$ cat src/rtl/hazard_pkg.sv
// Shared definitions for the hazard control unit: RISC-V opcodes, FSM state
// type, operand-usage record and the decode function that produces it.
package hazard_pkg;

    // Major opcodes (instr[6:0]) relevant to operand-usage decode
    localparam logic [6:0] LOAD   = 7'b0000011;
    localparam logic [6:0] OP     = 7'b0110011;
    localparam logic [6:0] OP_IMM = 7'b0010011;
    localparam logic [6:0] BRANCH = 7'b1100011;
    localparam logic [6:0] STORE  = 7'b0100011;
    localparam logic [6:0] JAL    = 7'b1101111;
    localparam logic [6:0] JALR   = 7'b1100111;
    localparam logic [6:0] LUI    = 7'b0110111;
    localparam logic [6:0] AUIPC  = 7'b0010111;
    localparam logic [6:0] SYSTEM = 7'b1110011;

    // Wide enough to hold the largest stall/flush length (3)
    localparam int unsigned CNT_W = $clog2(3) + 1;

    typedef enum logic [1:0] {
        StRun,
        StLstall,
        StFlush
    } state_t;

    typedef struct packed {
        logic rs1;
        logic rs2;
    } opnd_use_t;

    // Which source-register fields an instruction actually reads
    function automatic opnd_use_t decode_use(input logic [31:0] instr);
        opnd_use_t u;
        u = '0;
        case (instr[6:0])
            LUI, AUIPC, JAL: u = '0;
            OP_IMM, LOAD, JALR, SYSTEM: u.rs1 = 1'b1;
            OP, BRANCH, STORE: begin
                u.rs1 = 1'b1;
                u.rs2 = 1'b1;
            end
            default: u = '0;
        endcase
        return u;
    endfunction

endpackage

$ cat src/rtl/hazard_ctrl_unit_if.sv
// Pipeline <-> hazard unit bundle. The pipeline side is the master (drives
// instruction/writeback info), the hazard unit is the slave.
interface hazard_ctrl_unit_if #(
    parameter int unsigned NUM_FWD = 2,
    parameter int unsigned SELW    = $clog2(NUM_FWD + 1)
);
    logic [31:0]              instr_d;
    logic [31:0]              instr_x;
    logic [NUM_FWD-1:0][4:0]  src_rd;
    logic [NUM_FWD-1:0]       src_we;
    logic                     br_taken;
    logic [SELW-1:0]          fwd_a_sel;
    logic [SELW-1:0]          fwd_b_sel;
    logic                     stall;
    logic                     flush;

    modport master (
        output instr_d, instr_x, src_rd, src_we, br_taken,
        input  fwd_a_sel, fwd_b_sel, stall, flush
    );

    modport slave (
        input  instr_d, instr_x, src_rd, src_we, br_taken,
        output fwd_a_sel, fwd_b_sel, stall, flush
    );
endinterface

$ cat src/rtl/fwd_mux_sel.sv
// Priority forwarding select for one execute operand: picks the youngest
// (lowest-index) writing source whose non-zero rd matches the operand.
module fwd_mux_sel #(
    parameter int unsigned NUM_FWD = 2,
    parameter int unsigned SELW    = $clog2(NUM_FWD + 1)
) (
    input  logic [4:0]             i_rs,
    input  logic [NUM_FWD-1:0][4:0] i_src_rd,
    input  logic [NUM_FWD-1:0]     i_src_we,
    output logic [SELW-1:0]        o_sel
);

    // Scan oldest to youngest so the youngest match is the last write
    always_comb begin
        o_sel = '0;
        for (int k = NUM_FWD - 1; k >= 0; k--) begin
            if (i_src_we[k] && (i_src_rd[k] != 5'd0) && (i_src_rd[k] == i_rs)) begin
                o_sel = SELW'(k + 1);
            end
        end
    end

endmodule

$ cat src/rtl/hazard_ctrl_unit.sv
// Hazard control: operand forwarding selects plus a small FSM that produces
// load-use stalls and post-branch flushes of fixed length.
module hazard_ctrl_unit
    import hazard_pkg::*;
#(
    parameter int unsigned NUM_FWD     = 2,
    parameter int unsigned LOAD_LAT    = 1,
    parameter int unsigned FLUSH_DEPTH = 1,
    parameter int unsigned SELW        = $clog2(NUM_FWD + 1)
) (
    input  logic               clk,
    input  logic               rst,
    hazard_ctrl_unit_if.slave  bus
);

    localparam logic [CNT_W-1:0] LOAD_RELOAD  = CNT_W'(LOAD_LAT - 1);
    localparam logic [CNT_W-1:0] FLUSH_RELOAD = CNT_W'(FLUSH_DEPTH - 1);
    localparam logic [CNT_W-1:0] CNT_ONE      = CNT_W'(1);

    state_t           r_state;
    state_t           w_state_d;
    logic [CNT_W-1:0] r_cnt;
    logic [CNT_W-1:0] w_cnt_d;
    logic             w_stall;
    logic             w_flush;
    logic             w_hazard;
    opnd_use_t        w_use;
    logic [4:0]       w_x_rd;
    logic             w_x_is_load;

    // Forwarding for both execute operands
    fwd_mux_sel #(
        .NUM_FWD (NUM_FWD),
        .SELW    (SELW)
    ) u_fwd_a (
        .i_rs     (bus.instr_x[19:15]),
        .i_src_rd (bus.src_rd),
        .i_src_we (bus.src_we),
        .o_sel    (bus.fwd_a_sel)
    );

    fwd_mux_sel #(
        .NUM_FWD (NUM_FWD),
        .SELW    (SELW)
    ) u_fwd_b (
        .i_rs     (bus.instr_x[24:20]),
        .i_src_rd (bus.src_rd),
        .i_src_we (bus.src_we),
        .o_sel    (bus.fwd_b_sel)
    );

    // Load-use detection: only fields the decode instruction really reads count
    always_comb begin
        w_use       = decode_use(bus.instr_d);
        w_x_rd      = bus.instr_x[11:7];
        w_x_is_load = (bus.instr_x[6:0] == LOAD);
        w_hazard    = w_x_is_load && (w_x_rd != 5'd0) &&
                      ((w_use.rs1 && (w_x_rd == bus.instr_d[19:15])) ||
                       (w_use.rs2 && (w_x_rd == bus.instr_d[24:20])));
    end

    // Next-state and raw stall/flush; a taken branch always beats a stall
    always_comb begin
        w_state_d = r_state;
        w_cnt_d   = r_cnt;
        w_stall   = 1'b0;
        w_flush   = 1'b0;
        unique case (r_state)
            StRun: begin
                if (bus.br_taken) begin
                    w_flush = 1'b1;
                    if (FLUSH_DEPTH > 1) begin
                        w_state_d = StFlush;
                        w_cnt_d   = FLUSH_RELOAD;
                    end
                end else if (w_hazard) begin
                    w_stall = 1'b1;
                    if (LOAD_LAT > 1) begin
                        w_state_d = StLstall;
                        w_cnt_d   = LOAD_RELOAD;
                    end
                end
            end
            StLstall: begin
                if (bus.br_taken) begin
                    // Abandon the remaining stall; the load is being killed anyway
                    w_flush = 1'b1;
                    if (FLUSH_DEPTH > 1) begin
                        w_state_d = StFlush;
                        w_cnt_d   = FLUSH_RELOAD;
                    end else begin
                        w_state_d = StRun;
                        w_cnt_d   = '0;
                    end
                end else begin
                    w_stall = 1'b1;
                    if (r_cnt <= CNT_ONE) begin
                        w_state_d = StRun;
                        w_cnt_d   = '0;
                    end else begin
                        w_cnt_d = r_cnt - CNT_ONE;
                    end
                end
            end
            StFlush: begin
                w_flush = 1'b1;
                if (bus.br_taken) begin
                    w_cnt_d = FLUSH_RELOAD;
                end else if (r_cnt <= CNT_ONE) begin
                    w_state_d = StRun;
                    w_cnt_d   = '0;
                end else begin
                    w_cnt_d = r_cnt - CNT_ONE;
                end
            end
            default: begin
                w_state_d = StRun;
                w_cnt_d   = '0;
            end
        endcase
    end

    // Reset masks the control outputs immediately, not just at the next edge
    assign bus.stall = w_stall & ~rst;
    assign bus.flush = w_flush & ~rst;

    // State and counter registers
    always_ff @(posedge clk) begin
        if (rst) begin
            r_state <= StRun;
            r_cnt   <= '0;
        end else begin
            r_state <= w_state_d;
            r_cnt   <= w_cnt_d;
        end
    end

endmodule

$ cat src/flat_wrapper.sv
// flat-port wrapper written by rule: the top's interface ports become plain ports
module hazard_ctrl_unit_flat import hazard_pkg::*;
#(
    parameter int unsigned NUM_FWD     = 2,
    parameter int unsigned LOAD_LAT    = 1,
    parameter int unsigned FLUSH_DEPTH = 1,
    parameter int unsigned SELW        = $clog2(NUM_FWD + 1)
)
  (clk, rst, bus_instr_d, bus_instr_x, bus_src_rd, bus_src_we, bus_br_taken, bus_fwd_a_sel, bus_fwd_b_sel, bus_stall, bus_flush);
  hazard_ctrl_unit_if #(.NUM_FWD(NUM_FWD), .SELW(SELW)) bus_i ();
  input  logic clk;
  input  logic rst;
  input wire logic [$bits(bus_i.instr_d)-1:0] bus_instr_d;
  input wire logic [$bits(bus_i.instr_x)-1:0] bus_instr_x;
  input wire logic [$bits(bus_i.src_rd)-1:0] bus_src_rd;
  input wire logic [$bits(bus_i.src_we)-1:0] bus_src_we;
  input wire logic [$bits(bus_i.br_taken)-1:0] bus_br_taken;
  output wire logic [$bits(bus_i.fwd_a_sel)-1:0] bus_fwd_a_sel;
  output wire logic [$bits(bus_i.fwd_b_sel)-1:0] bus_fwd_b_sel;
  output wire logic [$bits(bus_i.stall)-1:0] bus_stall;
  output wire logic [$bits(bus_i.flush)-1:0] bus_flush;
  assign bus_i.instr_d = bus_instr_d;
  assign bus_i.instr_x = bus_instr_x;
  assign bus_i.src_rd = bus_src_rd;
  assign bus_i.src_we = bus_src_we;
  assign bus_i.br_taken = bus_br_taken;
  assign bus_fwd_a_sel = bus_i.fwd_a_sel;
  assign bus_fwd_b_sel = bus_i.fwd_b_sel;
  assign bus_stall = bus_i.stall;
  assign bus_flush = bus_i.flush;
  hazard_ctrl_unit #(.NUM_FWD(NUM_FWD), .LOAD_LAT(LOAD_LAT), .FLUSH_DEPTH(FLUSH_DEPTH), .SELW(SELW)) u_core (.clk(clk), .rst(rst), .bus(bus_i));
endmodule
$ cat config.mk
export PLATFORM = sky130hd
export DESIGN_NAME = hazard_ctrl_unit_flat
export DESIGN_NICKNAME = d
export VERILOG_FILES = /design/src/rtl/hazard_pkg.sv /design/src/rtl/hazard_ctrl_unit_if.sv /design/src/rtl/fwd_mux_sel.sv /design/src/rtl/hazard_ctrl_unit.sv /design/src/flat_wrapper.sv
export SDC_FILE = /design/constraint.sdc
export NUM_CORES = 1
export LEC_CHECK = 0
export CORE_AREA = 5 5 60 62
export DETAILED_ROUTE_END_ITERATION = 10
export DIE_AREA = 0 0 65 67
export GPL_ROUTABILITY_DRIVEN = 0
export PLACE_DENSITY = 0.77
export SLEW_MARGIN = 20
export SYNTH_ARGS = -nofsm -noshare
export SYNTH_HDL_FRONTEND = slang
export SYNTH_HIERARCHICAL = 1
export SYNTH_SLANG_ARGS = --single-unit
export TNS_END_PERCENT = 10
$ cat constraint.sdc
create_clock -name clk -period 1.98 [get_ports clk]
set_input_delay 0.495 -clock clk [delete_from_list [all_inputs] [get_ports clk]]
set_output_delay 0.495 -clock clk [all_outputs]
set_load 0.05 [all_outputs]
After elaboration in Yosys (flattened, before gate mapping)
Index checks and enable logic that the tools add are counted.
{ "totals": {"regBits": 5, "output_inout_bits": 6, "word_cells": 64} }
{ "op_classes": {"add_sub_neg": 1, "n_lt_le_gt_ge": 1, "eq_ne": 17, "muxes": 19, "bitwise_logic": 4, "n_reduce_logical": 20} }
{ "op_table": {"columns": ["operator", "count"], "rows": [
  ["5-bit == test", 6],
  ["7-bit == test (second input constant)", 3],
  ["5-bit nonzero test", 3],
  ["7-bit by 2-bit == test with 1-bit output (second input constant)", 2],
  ["7-bit by 6-bit == test with 1-bit output (second input constant)", 2],
  ["2-bit two-way mux", 7],
  ["1-bit logical AND", 10],
  ["7-bit by 5-bit == test with 1-bit output (second input constant)", 1],
  ["7-bit OR reduction", 1],
  ["1-bit two-way mux", 6],
  ["3-bit two-way mux", 2],
  ["2-bit case mux with 3 select lines", 1],
  ["3-bit case mux with 2 select lines", 1],
  ["1-bit case mux with 2 select lines", 2],
  ["2-bit OR reduction", 2],
  ["3-bit by 1-bit less-or-equal comparator with 1-bit output (second input constant)", 1],
  ["3-bit OR reduction", 1],
  ["3-bit by 1-bit subtractor with 3-bit output (second input constant)", 1],
  ["1-bit bitwise AND", 2],
  ["2-bit by 1-bit == test with 1-bit output (second input constant)", 1],
  ["2-bit == test (second input constant)", 1],
  ["2-bit logical NOT", 1],
  ["2-bit inequality test (second input constant)", 1],
  ["1-bit NOT", 2],
  ["other kinds (2)", 2]
]} }

Depth between registers and ports, before layout
Gate-level depths: netlist of the first run.
{ "depth": {"word_depth": 10, "mapped_depth": 7, "mapped_depth_nobuf": 7} }

By module
The synthesis of the first run kept the hierarchy.
{ "modules_own_cells": {"columns": ["mod", "n_inst", "cells_per_inst", "area_each_um2", "seq_area_each_um2"], "rows": [
  ["hazard_ctrl_unit", 1, 61, 496.7, 100.1],
  ["fwd_mux_sel", 2, 20, 151.4, 0.0]
]} }

Worst setup path after synthesis of the first run
OpenSTA, ideal clock, no wires.
{ "synth_timing": {"path_kind": "input to output", "from": "in bus_src_rd[0]", "to": "out bus_fwd_a_sel[1]", "arrival_ns": 1.853, "required_time_ns": 1.485, "path_slack_ns": -0.368, "stages": 3, "path_buffers": 0, "cell_sequence": "o41ai_2 > a211oi_2 > nor3_2"} }
{ "synth_between": {"elab_chain_len": 4, "word_cells_on_any_way": 5, "cone_classes": "1 x eq/ne; 1 x mux; 3 x reduce/logical"} }
{ "synth_rtl": {"columns": ["element", "line", "text"], "rows": [
  ["start, declared", "flat_wrapper.sv:15", "input wire logic [$bits(bus_i.src_rd)-1:0] bus_src_rd;"],
  ["5-bit nonzero test", "fwd_mux_sel.sv:17", "if (i_src_we[k] && (i_src_rd[k] != 5'd0) && (i_src_rd[k] == i_rs)) begin"],
  ["1-bit logical AND", "fwd_mux_sel.sv:17", null],
  ["1-bit logical AND (*)", "fwd_mux_sel.sv:17", null],
  ["2-bit two-way mux (*)", "fwd_mux_sel.sv:17", null],
  ["end, declared", "flat_wrapper.sv:18", "output wire logic [$bits(bus_i.fwd_a_sel)-1:0] bus_fwd_a_sel;"]
]} }
Mark *: on every way between the ends. The rest lies on a longest branch, timed or not.

Worst setup path in the final report of the first run
{ "layout_timing": {"from": "in bus_instr_x[6]", "to": "out bus_stall"} }
{ "layout_between": {"elab_chain_len": 7} }
{ "layout_rtl": {"columns": ["element", "line", "text"], "rows": [
  ["start, declared", "flat_wrapper.sv:14", "input wire logic [$bits(bus_i.instr_x)-1:0] bus_instr_x;"],
  ["7-bit by 2-bit == test with 1-bit output", "hazard_ctrl_unit.sv:56", "w_x_is_load = (bus.instr_x[6:0] == LOAD);"],
  ["1-bit logical AND (2 in series)", "hazard_ctrl_unit.sv:57", "w_hazard = w_x_is_load && (w_x_rd != 5'd0) &&"],
  ["1-bit two-way mux", "hazard_ctrl_unit.sv:76", "end else if (w_hazard) begin"],
  ["1-bit two-way mux", "hazard_ctrl_unit.sv:70", "if (bus.br_taken) begin"],
  ["1-bit case mux with 2 select lines", "hazard_ctrl_unit.sv:68", "unique case (r_state)"],
  ["1-bit bitwise AND", "hazard_ctrl_unit.sv:124", "assign bus.stall = w_stall & ~rst;"],
  ["end, declared", "flat_wrapper.sv:20", "output wire logic [$bits(bus_i.stall)-1:0] bus_stall;"]
]} }
Every way passes these cells.

==> summary.md, run 1 <==
| Metric | Value |
|---|---|
| Status | `complete, but fails checks` |
| Failing checks | `negative setup slack` |
| Final setup violation count | `6` |
| Via density | `between 4 and 5` |
| Row cnt | `20` |
| Skew final | `roughly 0.0023 ns` |
| Critical path fanouts, max | `1` |
| Synth Area in Adders | `7.82%` |
| Worst Setup Path Type | `in -> out` |
| Simple-gate share of the synthesized area | `a little over a quarter` |
| Largest net degree at the start of global routing | `7` |
| Max clock buf depth | `2` |
| # Max-Cap Violations | `0` |
| Peak supply drop | `roughly 0.00022 V` |
| GR Util All Layers | `around 15%` |
| Cell area after synthesis | `approximately 800 sq um` |
| Diode count | `0` |
| DIE HEIGHT | `67 um` |
| Clock root buffer master | `clkbuf_4` |
| Starting density of the core | `between 20% and 30%` |
| PD cells | `around 270 nW/um^2` |
| Initial antenna violation count | `0` |
| Final core occ | `60.5%` |
| DRT Pass-1 Iters | `4` |
| Worst Setup SP | `bus_instr_x[6]` |
| Avg Cell Area, Syn | `slightly below 8 sq um` |
| Layout cells sized above 1 | `between 30% and 40%` |
| Worst slew pin tran | `~0.37 ns` |
| Filler cells | `260` |
| Multi-input logic area | `832 sq um` |
| Max-slew violation count | `0` |
| Final std cells w/o fill | `219` |
| Die X | `around 65 um` |
| Port-buffer cells | `59` |
| Synth warn | `6` |
| GRT overflow | `0` |
| Area Overhead vs Synth | `125%` |
| Mux cell area share after synthesis | `approximately 1.3%` |
| Tcrit/Tclk final | `118%` |
| Syn_nets | `between 150 and 200` |
| Vias in the first global route | `around 1,200` |
| Largest family of logic cells by synthesized area | `XOR/XNOR gates` |
| Core Area | `between 2000 and 3000 sq um` |
| CP endpoint kind | `primary output` |
| Post-synth top area share | `between 10% and 20%` |
| Cells after Synth | `between 100 and 150` |
| Cell variety after synth | `29` |
| Placed instance count | `around 210` |
| Crit path time final | `2.34 ns` |
| Reg clk slew, reported paths | `roughly 0.04 ns` |
| Sequential area share after synthesis | `between 10% and 20%` |
| Critical Path RT | `1.48 ns` |
| Setup TNS | `-1.59 ns` |
| Max frequency | `427 MHz` |
| Via count | `approximately 1,000` |
| RSZ-0062 raised after global routing | `yes` |
| Setup slack after layout | `-0.365 ns` |
| IO Count | `85` |
| # H-tree levels | `1` |
| Worst-Skew Late Latency | `between 0.2 and 0.3 ns` |
| Compound-cell area share of the yosys netlist | `between 10% and 20%` |
| Ranking of synthesized cells by area | `xnor2_1, xor2_1, dfxtp_1, ha_1, a21oi_1` |
| Relative slew slack | `around 75%` |
| Final Hold Viols | `0` |
| # DRC | `0` |
| Hold crit path type | `reg -> reg` |
| Total power | `a little under 0.5 mW` |
| Drt total wl | `3.25 mm` |
| RR Startpoint | `u_core/r_cnt[0]` |
| Post-DRT Antenna Nets | `0` |
| FF+latch area | `100 sq um` |
| Lkg Pwr | `slightly above 0.7 nW` |
| Fin Hold WS | `about 0.54 ns` |
| Die ar. | `4360 sq um` |
| Startpoint types | `primary input` |
| DPL Wire Length | `roughly 2.8 mm` |
| Largest area contributor in the netlist | `xnor2_1` |
| Sink Count | `5` |
| FF+latch count, synth | `5` |
| Wire length per cell | `approximately 15 um` |
| CTS tree | `done` |
| # hold bufs at CTS | `0` |
| Worst min-delay path startpoint | `u_core/r_cnt[1]` |
| XOR/XNOR Fraction of Synth Area | `a little under a third` |
| Fin nets | `~270` |
| CTS Buf Count | `3` |
| Arrival time at the worst endpoint | `~1.9 ns` |
| First-pass GRT wire length | `approximately 5 mm` |
| Initial DRC Count | `40` |
[placed cells by master, fill, tap and decap left out, drive strengths merged, types with 2 or more instances in the layout]
cell and n:
buf 31, dlygate4sd2 18, clkdlybuf4s50 17, xnor2 15, xor2 13, nor3 9
nor2 9, clkbuf 9, inv 7, a21oi 7, clkdlybuf4s15 7, ha 5
dfxtp 5, nand2 4, nand3 4, dlymetal6s2s 3, nor4 3, a2111oi 2
nand4 2, or4 2, o41ai 2, a211oi 2, o21ai 2
[synthesized netlist by cell type (all sizes together)]
library cell / count
xnor2: 15
xor2: 13
nor2: 9
nor3: 9
a21oi: 7
inv: 7
dfxtp: 5
ha: 5
nand2: 4
nand3: 4
nor4: 3
a2111oi: 2
a211oi: 2
nand4: 2
o21ai: 2
o41ai: 2
or4: 2
a31o: 1
mux2i: 1
nand2b: 1
nand3b: 1
nand4b: 1
nor2b: 1
o21ba: 1
o21bai: 1
[worst paths after layout]
check                    end  slack (ns)  cells past startpoint
max                bus_stall       -0.36                      7
min          u_core/r_cnt[1]        0.54                      2
max reg2reg  u_core/r_cnt[1]        0.56                      6
min reg2reg  u_core/r_cnt[1]        0.54                      2
[metal layers]
layer,vias up,global-route usage (%),share of wire [%]
met3,9,1.85,3.3
met4,0,8.18,2.7
met5,-,0,0
met1,480,14.2,34
met2,27,30.7,60
li1,528,-,-
[kinds of logic (layout without fill, tap and decap cells)]
kind of cell / after synthesis / in the layout
AO/OA/AOI/OAI: 18 / 18
XOR/XNOR: 28 / 28
buffers and inverters: 7 / 92
adder cells (fa/ha/maj): 5 / 5
AND/OR/NAND/NOR: 37 / 37
flip-flops: 5 / 5
multiplexers: 1 / 1
[stage by stage]
step	worst slack [ns]	instance area, sq um
2_1_floorplan	-0.0809	863
3_3_place_gp	-0.646	1710
3_5_place_dp	-0.756	1710
4_1_cts	-0.383	1790
5_1_grt	-0.399	1800
6_report	-0.365	1800
[sequential cells by signal, summed over array words and instances, names as in the netlist]
register and count:
u_core/r_cnt 3, u_core/r_state 2
[layout make-up]
cell class              instances  area share, %
repair buffers                 81           43.1
inverters                       7           1.46
clock buffers                   4           1.46
multi-input cells              89           46.2
well taps                      33           2.29
flip-flops and latches          5           5.56
[power breakdown]
group | switching [mW] | internal (mW) | total [mW]
Sequential | 0.0000000000000000628 | 0.101 | 0.101
Clock | 0.0446 | 0.0763 | 0.121
Combinational | 0.118 | 0.151 | 0.269
Total | 0.163 | 0.328 | 0.491
[critical path, stage by stage]
cell and delay, ns:
buf_6 0.09, or4_4 0.53, nor4_4 0.27, o21ai_2 0.10, a21oi_2 0.12, a31o_4 0.12
buf_12 0.13
[what timing repair did]
action,in CTS,in global routing
pin swaps,19,10
resized for setup,62,18
setup buffers,1,1
hold endpoints to repair,0,0
setup endpoints to repair,6,6
Power figures use the tool's default switching activity.
==> run 2, diff against run 1 <==
--- a/config.mk
+++ b/config.mk
@@ -5,11 +5,12 @@
 export SDC_FILE = /design/constraint.sdc
 export NUM_CORES = 1
 export LEC_CHECK = 0
-export CORE_AREA = 5 5 60 62
+export ABC_AREA = 1
+export CORE_AREA = 5 5 63 65
 export DETAILED_ROUTE_END_ITERATION = 10
-export DIE_AREA = 0 0 65 67
+export DIE_AREA = 0 0 68 70
 export GPL_ROUTABILITY_DRIVEN = 0
-export PLACE_DENSITY = 0.77
+export PLACE_DENSITY = 0.78
 export SLEW_MARGIN = 20
 export SYNTH_ARGS = -nofsm -noshare
 export SYNTH_HDL_FRONTEND = slang
==> summary.md, run 2 <==
| Metric | Value |
|---|---|
| Post-synth top cells | `nand2_1, inv_1, nor2_1, nand3_1, inv_2` |
| Fin nets | `376 (+39%)` |
| Final Hold Viols | `0 (unchanged)` |
| Worst-Skew Late Latency | `0.25 ns (about the same)` |
| Initial antenna violation count | `0 (unchanged)` |
| Core Area | `3280 sq um (+10%)` |
| Largest area contributor in the netlist | `nand2_1` |
| Wire length per cell | `10.2 um (-31%)` |
| Via count | `1,460 (+40%)` |
| Worst slew pin tran | `0.272 ns (-0.0987 ns)` |
| Max clock buf depth | `2 (unchanged)` |
| Vias in the first global route | `1,386 (+20%)` |
| Sequential area share after synthesis | `9.65% (-2.9 points)` |
| Final core occ | `55.9% (-4.6 points)` |
| FF+latch area | `103 sq um (+2.5%)` |
| # DRC | `0 (unchanged)` |
| Largest regs | `u_core/r_cnt: 3 flops, u_core/r_state: 2 flops` |
| IO Count | `85 (unchanged)` |
| Clock root buffer master | `clkbuf_4` |
| Max frequency | `512 MHz (+20%)` |
| Reg clk slew, reported paths | `0.04 ns (about the same)` |
| Post-synth EDFFs | `0 (unchanged)` |
| Avg Cell Area, Syn | `4.87 sq um (-38%)` |
| Cell area after synthesis | `1040 sq um (+30%)` |
| Sink Count | `5 (unchanged)` |
| Hold crit path type | `reg -> reg` |
| Starting density of the core | `31.6% (+4.7 points)` |
| Ranking of synthesized cells by area | `nand2_1, inv_1, nor2_1, dfxtp_1, nand3_1` |
| Startpoint types | `primary input` |
| Total power | `0.465 mW (-5.4%)` |
| Largest register by flop count | `u_core/r_cnt` |
| Area Overhead vs Synth | `77.0%` |
| Post-synth top area share | `26.8% (+10 points)` |
| Critical Path RT | `1.48 ns (about the same)` |
| Most frequent cell after synthesis | `nand2_1` |
| Status | `finished, final reports clean` |
| Relative slew slack | `81.8% (+6.8 points)` |
| Asr flop ratio synth | `0% (unchanged)` |
| Layout cells sized above 1 | `37.8% (+2.9 points)` |
| RSZ-0062 raised after global routing | `yes` |
| Max-slew violation count | `0 (unchanged)` |
| Die ar. | `4760 sq um (+9.3%)` |
| FF+latch count, synth | `5 (unchanged)` |
| CP endpoint kind | `primary output` |
| Largest net degree at the start of global routing | `7 (unchanged)` |
| Initial DRC Count | `74 (+85%)` |
| Most common cell after layout, fill and taps aside | `nand2_1` |
| PD cells | `253 nW/um^2 (-7.1%)` |
| Cells after Synth | `213 (+110%)` |
| DPL Wire Length | `2.73 mm (-1.1%)` |
| # hold bufs at CTS | `0 (unchanged)` |
| Peak supply drop | `0.000284 V (+30%)` |
| DIE HEIGHT | `70 um (+4.5%)` |
| Post-DRT Antenna Nets | `0 (unchanged)` |
| Via density | `4.33 (-9.1%)` |
| Commonest cells after routing, fill and taps aside | `nand2_1, inv_1, buf_2` |
| CTS tree | `done` |
| Skew final | `0.00934 ns (+0.00700 ns)` |
| Die X | `68 um (+4.6%)` |
| Syn_nets | `297 (+61%)` |
| Lkg Pwr | `1.04 nW (+43%)` |
| Port-buffer cells | `59 (unchanged)` |
| Synth warn | `6 (unchanged)` |
| Critical path fanouts, max | `1 (unchanged)` |
| Cell variety after synth | `23 (-21%)` |
| Worst Setup Path Type | `in -> out` |
| CTS Buf Count | `3 (unchanged)` |
| Final setup violation count | `0 (-6)` |
| # Max-Cap Violations | `0 (unchanged)` |
| Drt total wl | `3.43 mm (+5.6%)` |
| Largest register FFs | `3 (unchanged)` |
| # H-tree levels | `1 (unchanged)` |
| First-pass GRT wire length | `5.31 mm (+6.5%)` |
| Multi-input logic area | `835 sq um (+0.30%)` |
| DRT Pass-1 Iters | `4 (unchanged)` |
| Crit path time final | `1.95 ns (-0.390 ns)` |
| Row cnt | `21 (+5.0%)` |
| GR Util All Layers | `13.8% (-1.3 points)` |
| Filler cells | `347 (+33%)` |
| Arrival time at the worst endpoint | `1.46 ns (-0.39 ns)` |
| Tcrit/Tclk final | `98.7% (-20 points)` |
| Diode count | `0 (unchanged)` |
| GRT overflow | `0 (unchanged)` |
| Synth Flop Type | `dfxtp_1` |
[run 2: timing repair]
item | CTS | global route
setup endpoints to repair | 6 | 6
setup buffers | 7 | 2
pin swaps | 47 | 32
resized for setup | 156 | 41
[run 2: worst max-delay path: stages]
cell	delay, ns
clkdlybuf4s15_1	0.18
nor3_2	0.21
nand3_2	0.09
nor2_1	0.09
nand2_1	0.07
a21oi_2	0.17
buf_12	0.16
[run 2: layer usage]
metal  vias to the layer above  global-route usage (%)  routed length [um]
li1                        790                       -                   -
met1                       618                    15.6                1400
met2                        50                    26.4                1720
met3                         2                    2.08                 288
met4                         0                    1.99                  24
met5                         -                       0                   0
[run 2: cell type report]
cell class | instances | share of cell area, %
Clock buffer | 4 | 1.43
Inverter | 52 | 11.0
Multi-Input combinational cell | 156 | 45.5
Sequential cell | 5 | 5.59
Tap cell | 46 | 3.14
Timing Repair Buffer | 74 | 33.3
[run 2: logic make-up after synthesis]
group | Yosys count | share of synthesized area (%)
and+or+nand+nor | 125 | 49.0
adders and majority gates | 5 | 6.03
DFF | 5 | 9.65
AOI/OAI and AO/OA | 19 | 10.6
xor gates and xnor gates | 7 | 5.91
buffers and inverters | 52 | 18.8
[run 2: path summary, 6_finish.rpt]
| kind | from | endpoint | slack, ns | cells past startpoint |
|---|---|---|---|---|
| worst min register to register | u_core/r_cnt[1] | u_core/r_cnt[1] | 0.54 | 2 |
| worst max-delay path | bus_instr_x[2] | bus_stall | 0.03 | 7 |
| worst min-delay path | u_core/r_cnt[1] | u_core/r_cnt[1] | 0.54 | 2 |
| worst max register to register | u_core/r_state[0] | u_core/r_cnt[2] | 0.60 | 9 |
[run 2: power breakdown]
part	switching, mW	leakage, nW	internal, mW	total [mW]
Sequential	0.00000000000000383	0.0413	0.101	0.101
Clock	0.0463	0.0150	0.0765	0.123
Combinational	0.126	0.979	0.115	0.241
[run 2: metrics by stage]
step	instances	area, sq um	setup TNS, ns	hold slack, ns	setup WS [ns]
after floorplan	213	1040	-0.262	0.492	-0.131
after global placement	324	1800	-1.62	0.506	-0.348
after detailed placement	324	1800	-1.71	0.526	-0.385
after CTS	335	1820	-0.0294	0.539	-0.0294
after global routing	337	1840	-0.0946	0.601	-0.0421
final	337	1840	0	0.535	0.0255
==> run 3, diff against run 2 <==
--- a/config.mk
+++ b/config.mk
@@ -10,6 +10,7 @@
 export DETAILED_ROUTE_END_ITERATION = 10
 export DIE_AREA = 0 0 68 70
 export GPL_ROUTABILITY_DRIVEN = 0
+export GPL_TIMING_DRIVEN = 0
 export PLACE_DENSITY = 0.78
 export SLEW_MARGIN = 20
 export SYNTH_ARGS = -nofsm -noshare
==> summary.md, run 3 (synthesis gave the netlist of run 2 again) <==
| Metric | Value |
|---|---|
| Status | `complete, but fails checks` |
| Failing checks | `negative setup slack` |
| CP endpoint kind | `primary output` |
| Drt total wl | `3.26 mm (-5.2%)` |
| PD cells | `260 nW/um^2 (+2.6%)` |
| Reg clk slew, reported paths | `0.05 ns (about the same)` |
| Fin Hold WS | `0.535 ns (-0.0000310 ns)` |
| Lkg Pwr | `0.967 nW (-6.6%)` |
| Die ar. | `4760 sq um (unchanged)` |
| Diode count | `0 (unchanged)` |
| Met3 Wirelength | `320 um (+11%)` |
| Largest regs | `u_core/r_cnt: 3 flops, u_core/r_state: 2 flops` |
| Worst Setup Path Type | `in -> out` |
| Initial DRC Count | `39 (-47%)` |
| CTS Buf Count | `3 (unchanged)` |
| Initial antenna violation count | `0 (unchanged)` |
| Layout cells sized above 1 | `28.3% (-9.5 points)` |
| Startpoint types | `primary input` |
| Max frequency | `502 MHz (-1.9%)` |
| Peak supply drop | `0.000400 V (+41%)` |
| RR Startpoint | `u_core/r_cnt[0]` |
| Pre-CTS WS | `-0.963 ns (-0.578 ns)` |
| Endpoint of the worst hold path | `u_core/r_cnt[1]` |
| Via density | `4.33 (about the same)` |
| Worst Setup SP | `bus_br_taken` |
| Worst-Skew Late Latency | `0.25 ns (about the same)` |
| Largest register FFs | `3 (unchanged)` |
| Commonest cells after routing, fill and taps aside | `nand2_1, inv_1, nor2_1` |
| Clock root buffer master | `clkbuf_4` |
| # DRC | `0 (unchanged)` |
| First-pass GRT wire length | `5.31 mm (unchanged)` |
| IO Count | `85 (unchanged)` |
| Row cnt | `21 (unchanged)` |
| Total length of routed met2 wires | `1.64 mm (-4.7%)` |
| Fin area | `1680 sq um (-8.7%)` |
| Tcrit/Tclk final | `101% (+1.9 points)` |
| Worst Hold Depth | `2 (unchanged)` |
| Final core occ | `51.0% (-4.9 points)` |
| Worst min-delay path startpoint | `u_core/r_cnt[1]` |
| DPL Wire Length | `2.63 mm (-3.7%)` |
| Final setup violation count | `1 (+1)` |
| Die X | `68 um (unchanged)` |
| R2R Setup Slk | `0.72 ns (+0.12 ns)` |
| RSZ-0062 raised after global routing | `yes` |
| Core Area | `3280 sq um (unchanged)` |
| GRT overflow | `0 (unchanged)` |
| Relative slew slack | `85.8% (+4.0 points)` |
| # Max-Cap Violations | `0 (unchanged)` |
| Vias in the first global route | `1,364 (-1.6%)` |
| Port-buffer cells | `59 (unchanged)` |
| Largest net degree at the start of global routing | `7 (unchanged)` |
| Most common cell after layout, fill and taps aside | `nand2_1` |
| Critical path fanouts, max | `4 (+3)` |
| Post-DRT Antenna Nets | `0 (unchanged)` |
| Largest register by flop count | `u_core/r_cnt` |
| Via count | `1,426 (-2.3%)` |
| DRT Pass-1 Iters | `6 (+2)` |
| R2R Path End | `u_core/r_state[0]` |
| Top layer in use | `met3` |
| Starting density of the core | `31.6% (unchanged)` |
| Worst slew pin tran | `0.211 ns (-0.0612 ns)` |
| GR Util All Layers | `13.8% (about the same)` |
| Arrival time at the worst endpoint | `1.50 ns (+0.04 ns)` |
| Fin nets | `368 (-2.1%)` |
| Crit path time final | `1.99 ns (+0.0368 ns)` |
| Wire length per cell | `9.89 um (-2.9%)` |
| Max clock buf depth | `2 (unchanged)` |
| Critical Path RT | `1.48 ns (about the same)` |
| Setup slack after layout | `-0.0113 ns (-0.0368 ns)` |
| Final Hold Viols | `0 (unchanged)` |
| # H-tree levels | `1 (unchanged)` |
| Skew final | `0.00769 ns (-0.00165 ns)` |
| DIE HEIGHT | `70 um (unchanged)` |
| Hold crit path type | `reg -> reg` |
| Dpl cell area | `1690 sq um (-5.9%)` |
| Sink Count | `5 (unchanged)` |
| Area Overhead vs Synth | `61.5%` |
| CTS tree | `done` |
| Reg2Reg Depth | `8 (-1)` |
| # hold bufs at CTS | `0 (unchanged)` |
| Max-slew violation count | `0 (unchanged)` |
| Met1 wire length | `1.29 mm (-7.5%)` |
## run 3: area by class of cell
cell class,count,area (sq um)
Fill cell,357,1610
Sequential cell,5,105
Tap cell,46,57.6
Timing Repair Buffer,66,499
Multi-Input combinational cell,156,787
Inverter,52,200
Clock buffer,4,26.3
## run 3: what timing repair did
item / CTS / global route
setup endpoints to repair: 6 / 6
endpoints found under the hold margin: 0 / 0
gates resized for setup: 152 / 40
pin swaps: 43 / 30
setup buffers: 6 / 1
## run 3: power breakdown
part           internal [mW]       switching [mW]  total (mW)
clock network         0.0763               0.0433       0.120
registers             0.0997  0.00000000000000339      0.0997
logic                  0.100                0.116       0.216
## run 3: worst max path at each step
stage	cells past startpoint	to	slack, ns
2_1_floorplan	5	bus_fwd_a_sel[1]	-0.13
3_3_place_gp	9	bus_stall	-0.96
3_5_place_dp	12	bus_stall	-0.96
4_1_cts	9	bus_stall	-0.03
5_1_grt	9	bus_stall	-0.09
6_report	4	bus_stall	-0.01
## run 3: worst max-delay path: stages
cell and delay (ns):
clkdlybuf4s50_1 0.45, or2_1 0.25, a21oi_2 0.13, buf_6 0.17
## run 3: routing by layer
layer,vias to the layer above,track usage [%]
li1,772,-
met1,603,15.3
met2,51,25.8
met3,0,4.01
met4,0,1.32
met5,-,0
## run 3: through the flow
stage / std cells / TNS (ns) / total power, mW
after global placement: 318 / -5.02 / 0.350
after detailed placement: 318 / -5.05 / 0.352
after CTS: 328 / -0.0321 / 0.443
after global routing: 329 / -0.175 / 0.479
after floorplan: 213 / -0.262 / 0.205
final: 329 / -0.0113 / 0.435
